`src/rtl/cnt_mod_updown.sv`:
```
// cnt_mod_updown: loadable up/down counter with a run-time programmable
// terminal value (modulus - 1) and a choice of wrap or saturate at the
// boundaries. It is intended as a building block for dividers, timers and
// cascaded wide counters.
//
// Parameters:
//   WIDTH    - counter, data and terminal-value width in bits (>= 2)
//   MAX_RST  - reset value of the terminal-value register
//   SATURATE - 0: wrap around at a boundary, 1: hold at the boundary
//
// Ports:
//   CLK     in   clock, rising edge
//   RST     in   asynchronous reset, active-low
//   EN      in   count/load enable
//   CLR     in   synchronous clear, active-high, independent of EN
//   LOAD    in   synchronous load, active-low, needs EN=1
//   UP      in   direction: 1 = increment, 0 = decrement
//   DATA    in   load value
//   MAX_WE  in   write strobe for the terminal-value register
//   MAX_IN  in   new terminal value
//   DOUT    out  current count
//   MAX_OUT out  current terminal value
//   COUT    out  combinational terminal count, for cascading
//   WRAP    out  registered one-cycle pulse after a boundary event
//   OVF     out  sticky boundary flag, cleared by RST or CLR
module cnt_mod_updown #(
   parameter int unsigned      WIDTH    = 8,
   parameter logic [WIDTH-1:0] MAX_RST  = {WIDTH{1'b1}},
   parameter bit               SATURATE = 1'b0
) (
   input  logic             CLK,
   input  logic             RST,
   input  logic             EN,
   input  logic             CLR,
   input  logic             LOAD,
   input  logic             UP,
   input  logic [WIDTH-1:0] DATA,
   input  logic             MAX_WE,
   input  logic [WIDTH-1:0] MAX_IN,
   output logic [WIDTH-1:0] DOUT,
   output logic [WIDTH-1:0] MAX_OUT,
   output logic             COUT,
   output logic             WRAP,
   output logic             OVF
);

   logic [WIDTH-1:0] q;
   logic [WIDTH-1:0] max_r;
   logic [WIDTH-1:0] eff_max;
   logic [WIDTH-1:0] cand;
   logic [WIDTH-1:0] q_nxt;
   logic             bnd;

   // A terminal value written this cycle already governs this cycle's
   // comparisons and clamps.
   assign eff_max = MAX_WE ? MAX_IN : max_r;

   always_comb begin
      cand = q;
      bnd  = 1'b0;
      if (EN) begin
         if (!LOAD) begin
            cand = DATA;
         end else if (UP) begin
            if (q >= eff_max) begin
               bnd  = 1'b1;
               cand = SATURATE ? eff_max : '0;
            end else begin
               cand = q + 1'b1;
            end
         end else begin
            if (q == '0) begin
               bnd  = 1'b1;
               cand = SATURATE ? '0 : eff_max;
            end else begin
               cand = q - 1'b1;
            end
         end
      end
      // Single clamp covers oversized loads, a lowered terminal value while
      // idle, and a decrement from above a freshly lowered terminal value.
      q_nxt = (cand > eff_max) ? eff_max : cand;
      if (CLR) begin
         q_nxt = '0;
         bnd   = 1'b0;
      end
   end

   always_ff @(posedge CLK or negedge RST) begin
      if (!RST) begin
         q     <= '0;
         max_r <= MAX_RST;
         WRAP  <= 1'b0;
         OVF   <= 1'b0;
      end else begin
         q <= q_nxt;
         if (MAX_WE) begin
            max_r <= MAX_IN;
         end
         if (CLR) begin
            WRAP <= 1'b0;
            OVF  <= 1'b0;
         end else begin
            WRAP <= bnd;
            OVF  <= OVF | bnd;
         end
      end
   end

   assign DOUT    = q;
   assign MAX_OUT = max_r;
   // Compared against the stored terminal value and deliberately not gated
   // by EN so a cascaded upper stage can AND it with its own enable.
   assign COUT    = UP ? (q == max_r) : (q == '0);

endmodule

```
`config.mk`:
```
export PLATFORM = sky130hd
export DESIGN_NAME = cnt_mod_updown
export DESIGN_NICKNAME = d
export VERILOG_FILES = /design/src/rtl/cnt_mod_updown.sv
export SDC_FILE = /design/constraint.sdc
export NUM_CORES = 1
export LEC_CHECK = 0
export ABC_AREA = 1
export CAP_MARGIN = 30
export CORE_MARGIN = 10
export CORE_UTILIZATION = 47
export DETAILED_ROUTE_END_ITERATION = 7
export PLACE_DENSITY = 0.78
export SETUP_SLACK_MARGIN = 0.2
export SLEW_MARGIN = 15
export SYNTH_ARGS = -nofsm -noshare
export SYNTH_HDL_FRONTEND = slang
export SYNTH_SLANG_ARGS = --single-unit
```
`constraint.sdc`:
```
create_clock -name CLK -period 3.1 [get_ports CLK]
set_input_delay 0.465 -clock CLK [delete_from_list [all_inputs] [get_ports CLK]]
set_output_delay 0.465 -clock CLK [all_outputs]
set_load 0.02 [all_outputs]
```
==> results of run 1 <==
## cell type report
type / instances / area [µm²]
timing repair buffer: 114 / 1000
tap: 50 / 62.6
clock buffer: 4 / 55.1
multi-input combinational: 223 / 1560
fill: 216 / 673
inverter: 50 / 188
sequential: 18 / 462
## cells by family after synthesis
kind of cell / count (synthesis) / synth area share
compound gates: 62 / 0.179
xor+xnor: 7 / 0.0316
fa+ha+maj: 19 / 0.123
buf+inv: 55 / 0.112
flops: 18 / 0.238
simple gates: 135 / 0.318
## path summary, 6_finish.rpt
path / start / slack, ns / endpoint
max: MAX_IN[0] / -0.55 / DOUT[6]$_DFF_PN0_
min: OVF$_DFF_PN0_ / 0.61 / OVF$_DFF_PN0_
max reg2reg: MAX_OUT[6]$_DFF_PN1_ / -0.54 / DOUT[6]$_DFF_PN0_
min reg2reg: OVF$_DFF_PN0_ / 0.61 / OVF$_DFF_PN0_
max in group asynchronous: RST / 1.83 / DOUT[1]$_DFF_PN0_
min in group asynchronous: RST / 0.68 / DOUT[0]$_DFF_PN0_
## layout by cell type (no fill, tap or decap), types with 8 or more instances in the layout
cell,netlist,final
o21ai_0,23,9
buf_4,2,67
a21oi_1,24,21
nand2_1,82,64
dfstp_2,8,8
o21ai_2,1,11
ha_4,0,9
dfrtp_1,10,9
inv_1,47,38
inv_2,2,11
nand3_1,16,12
clkdlybuf4s50_1,0,31
ha_1,19,9
dlygate4sd2_1,0,8
nor2_1,19,16
nand2_2,1,16
## power by group through the flow
| stage | combinational (mW) | sequential (mW) | clock, mW |
|---|---|---|---|
| floorplan | 0.458 | 0.370 | 0 |
| global placement | 0.801 | 0.332 | 0 |
| detailed placement | 0.816 | 0.333 | 0 |
| CTS | 1.01 | 0.333 | 0.196 |
| global route | 1.31 | 0.346 | 0.217 |
| finish | 1.26 | 0.344 | 0.207 |
## flip-flops by register name (all words and copies together), names as in the netlist
| register | count |
|---|---|
| DOUT | 8 |
| WRAP | 1 |
| MAX_OUT | 8 |
| OVF | 1 |
## routing by layer
metal | share of wire | vias up
met3 | 0.13 | 129
met4 | 0.091 | 0
met5 | 0 | -
met2 | 0.43 | 327
met1 | 0.35 | 1282
li1 | - | 1187
## through the flow
| step | worst slack (ns) | power, mW | util |
|---|---|---|---|
| finish | -0.554 | 1.81 | 0.832 |
| CTS | 0.0917 | 1.54 | 0.796 |
| floorplan | 0.127 | 0.828 | - |
| global route | -0.607 | 1.87 | 0.832 |
| detailed placement | -0.642 | 1.15 | 0.663 |
| global placement | -0.548 | 1.13 | 0.663 |
## worst min-delay path: stages (launching register included)
cell,delay [ns]
dfrtp_1,0.40
nor2_1,0.07
nor2_1,0.10
## repair_timing
| item | CTS | global route |
|---|---|---|
| setup buffers | 36 | 4 |
| resized for setup | 70 | 24 |
| cloned | 1 | 0 |
| pin swaps | 43 | 20 |
| setup endpoints to repair | 8 | 9 |
| hold buffers | 0 | 0 |
==> impl_metrics.ini, run 1 <==
[synth]
synth_commonest_cells = 82 x nand2_1, 47 x inv_1, 24 x a21oi_1
yosysSeqAreaShare = 0.238
synth_enable_flop_cells = 0
async_flop_share = 1.00
yosysWarnings = 0
yosysTopAreaCellShare = 0.159
synthFlopType = dfrtp_1
synth_area_um2 = 1940
yosys-top-cells-area = nand2_1 16%, dfrtp_1 13%, ha_1 12%
avgSynthCellArea_um2 = 6.55
synth_largest_area_cell = nand2_1
netlist_instances = 296
ys_types = 32
syn-num-nets = 338
ys_seq_elements = 18
synth.most_common_cell = nand2_1

[global_routing]
grt_pass1_vias = 2673
busiest_layer = met2
grt_remaining_overflow = 0
antenna_found_initial = 0
use_met2 = 0.376
grt_pass1_wl_um = 13200
grt_usage = 0.225
met1_usage = 0.250
grt_max_degree = 19
gr-usage-met3 = 0.0541

[routing]
vias_per_cell = 6.37
first_pass_iters = 8
ant_nets = 0
wl_um = 10800
drt_iter0_drc = 731
drc_errors = 1
vias = 2925
wl_per_cell_um = 23.5

[setup_path]
cp_top_family = simple AND/OR/NAND/NOR gates
worst-path-buf-inv = 5
worst_path_largest_cell_delay_ns = 0.26
cp_slowest_cell = ha_4
cp-start-kind = primary input
reg2regPathDepth = 21
cp.depth = 26
worst-path-max-fanout = 7
worstPathRequired_ns = 3.28
cp_common_cell = nand2_1
crit_arrival_ns = 3.83
endpoint_kind = flip-flop
path_class = primary input to flip-flop

[power]
internal-power_mw = 0.924
power_density_nw_per_um2 = 543
p_leak_nw = 1.71
p_switching_mw = 0.883
switching_share = 0.489
seqPwrFrac = 0.190
vdd_drop_max_uv = 658
comb_power_share = 0.695
pwr-share-clk = 0.115

[sta]
fmax_ghz = 0.274
drv_slew = 0
finalCritPeriodShare = 1.18
hold_viol = 0
worstMarginPinSlew_ns = 0.863
timing.setup.tns_ns = -3.92
finClkSkew_ns = 0.00250
rsz0062_at_grt = true
setup_viol_count_final = 8
fin_crit_ns = 3.65
relSlewSlack = 0.423
setup_ws_ns = -0.554
holdWs_ns = 0.611

[finish]
diodes = 0
final_nets = 452
syn_to_final_growth_pct = 71.7
instances_no_fill = 459
postLayoutCellArea_um2 = 3330
layout-drive-gt1-share = 0.401

[floorplan]
dieArea_um2 = 7090
fp.dieW_um = 84.2
placeableCoreArea_um2 = 4000
rows = 23
start_util = 0.485
io_pins = 42
dieHeight_um = 84.2

[placement]
placed_cell_area_um2 = 2650
io_buffer_count = 41
placed_cells = 414
hpwlAfterDp_um = 5040
globalplace.congestion = 0.984

[clocking]
cts_inserted_buffers = 3
cts_max_path_buffers = 2
clk_pin_slew_ns = 0.07
cts_tree = built
cts.sinks = 18
root_buffer = clkbuf_8
h-tree-depth = 1
clock_latency_ns = 0.27

[job]
max_cap_violations = 0

[run_status]
violations = DRC, setup timing
status = finished, violations left

[worst_hold_path]
hold_path.class = flip-flop to flip-flop
hold_path_depth = 2
No activity file was read; power rests on OpenSTA's default activity.
==> run 2, diff against run 1 <==
CORE_UTILIZATION = 40   (was 47)
PLACE_DENSITY = 0.68   (was 0.78)
==> impl_metrics.ini, run 2 (same netlist as run 1, synthesis figures left out) <==
[power]
seqPwrFrac = 0.211
power_density_nw_per_um2 = 497
switching_share = 0.452
comb_power_share = 0.670
internal-power_mw = 0.869
p_total_mw = 1.59
p_switching_mw = 0.718
p_leak_nw = 1.65
pwr-share-clk = 0.119
vdd_drop_max_uv = 371

[setup_path]
cp-start-kind = flip-flop
endpoint_kind = flip-flop
worst-path-max-fanout = 7
path_class = flip-flop to flip-flop
worstPathRequired_ns = 3.27
crit_arrival_ns = 3.40

[sta]
fmax_ghz = 0.310
hold_viol = 0
drv_slew = 0
finClkSkew_ns = 0.00551
holdWs_ns = 0.511
relSlewSlack = 0.475
fin_crit_ns = 3.22
setup_ws_ns = -0.124
setup_viol_count_final = 8
finalCritPeriodShare = 1.04
worstMarginPinSlew_ns = 0.786
rsz0062_at_grt = true

[routing]
wl_per_cell_um = 16.5
vias_per_cell = 5.39
ant_nets = 0
drc_errors = 0
first_pass_iters = 5
vias = 2529
wl_um = 7750
drt_iter0_drc = 149

[placement]
hpwlAfterDp_um = 5300
io_buffer_count = 41
placed_cells = 433
globalplace.congestion = 0.891
placed_cell_area_um2 = 2690

[clocking]
cts_max_path_buffers = 2
root_buffer = clkbuf_8
cts_inserted_buffers = 3
clock_latency_ns = 0.25
cts_tree = built
cts.sinks = 18
clk_pin_slew_ns = 0.07
h-tree-depth = 1

[finish]
syn_to_final_growth_pct = 64.6
instances_no_fill = 469
final_nets = 445
postLayoutCellArea_um2 = 3190
final_cell_mix = 71 x nand2_1, 59 x buf_4, 39 x inv_1, 32 x clkdlybuf4s50_1, 22 x a21oi_1
final_common_cell = nand2_1
diodes = 0
layout-drive-gt1-share = 0.348

[floorplan]
placeableCoreArea_um2 = 4720
dieHeight_um = 89.6
rows = 25
start_util = 0.410
io_pins = 42
dieArea_um2 = 8030
fp.dieW_um = 89.6

[global_routing]
grt_max_degree = 19
grt_pass1_wl_um = 11700
grt_usage = 0.187
antenna_found_initial = 0
grt_remaining_overflow = 0
grt_pass1_vias = 2441

[run_status]
status = finished, violations left
violations = setup timing

[worst_hold_path]
hold_path.class = flip-flop to flip-flop

[job]
max_cap_violations = 0
[run 2: repair_timing]
item / in CTS / in global routing
hold buffers: 0 / 0
pin swaps: 32 / 19
resized for setup: 58 / 14
cloned: 1 / 0
setup buffers: 25 / 6
endpoints found under the setup margin: 9 / 9
[run 2: final cells by class]
class                      count  area, µm²
multi-input combinational    223       1450
clock buffer                   4       55.1
sequential                    18        460
fill                         385       1530
inverter                      50        188
tap                           67       83.8
timing repair buffer         107        950
[run 2: worst paths after layout]
| kind | from | to | slack [ns] | cells after the start |
|---|---|---|---|---|
| hold reg to reg | OVF$_DFF_PN0_ | OVF$_DFF_PN0_ | 0.51 | 2 |
| setup / recovery | MAX_OUT[3]$_DFF_PN1_ | DOUT[6]$_DFF_PN0_ | -0.12 | 25 |
| setup reg to reg | MAX_OUT[3]$_DFF_PN1_ | DOUT[6]$_DFF_PN0_ | -0.12 | 25 |
| min in group asynchronous | RST | DOUT[1]$_DFF_PN0_ | 0.67 | 1 |
| hold / removal | OVF$_DFF_PN0_ | OVF$_DFF_PN0_ | 0.51 | 2 |
| max in group asynchronous | RST | DOUT[5]$_DFF_PN0_ | 1.94 | 1 |
[run 2: power by group through the flow]
stage / Combinational [mW] / Sequential (mW) / Clock (mW)
detailed placement: 0.827 / 0.333 / 0
floorplan: 0.458 / 0.370 / 0
global placement: 0.811 / 0.332 / 0
global route: 1.15 / 0.339 / 0.203
finish: 1.06 / 0.335 / 0.188
CTS: 0.960 / 0.333 / 0.196
[run 2: per-stage QoR]
step / worst slack [ns] / TNS [ns] / utilization
final: -0.124 / -0.663 / 0.675
after global routing: -0.287 / -1.83 / 0.675
after CTS: 0.0956 / 0 / 0.656
after detailed placement: -0.646 / -4.75 / 0.569
after global placement: -0.582 / -4.25 / 0.569
after floorplan: 0.127 / 0 / -
[run 2: metal layers]
layer | part of all wire | track usage | vias to the layer above
met2 | 0.48 | 0.338 | 136
met5 | 0 | 0 | -
li1 | - | - | 1173
met1 | 0.39 | 0.222 | 1175
met3 | 0.076 | 0.0190 | 45
met4 | 0.055 | 0.0665 | 0
[run 2: critical path, cell delays in order, from the launching register on]
cell	delay (ns)
dfstp_2	0.55
o21a_1	0.16
inv_2	0.06
ha_4	0.27
nand2_2	0.05
nor2_1	0.09
nor2_1	0.04
nand2_1	0.05
nand2_1	0.06
nand2_2	0.09
nand2_4	0.09
nand3b_1	0.11
nand2_1	0.08
nand2_2	0.09
inv_2	0.06
ha_4	0.27
nand2_2	0.05
inv_2	0.06
o21ai_2	0.05
nand2_1	0.07
nand2_1	0.07
o211ai_1	0.13
nand2_1	0.15
buf_6	0.16
buf_4	0.13
a21oi_1	0.15
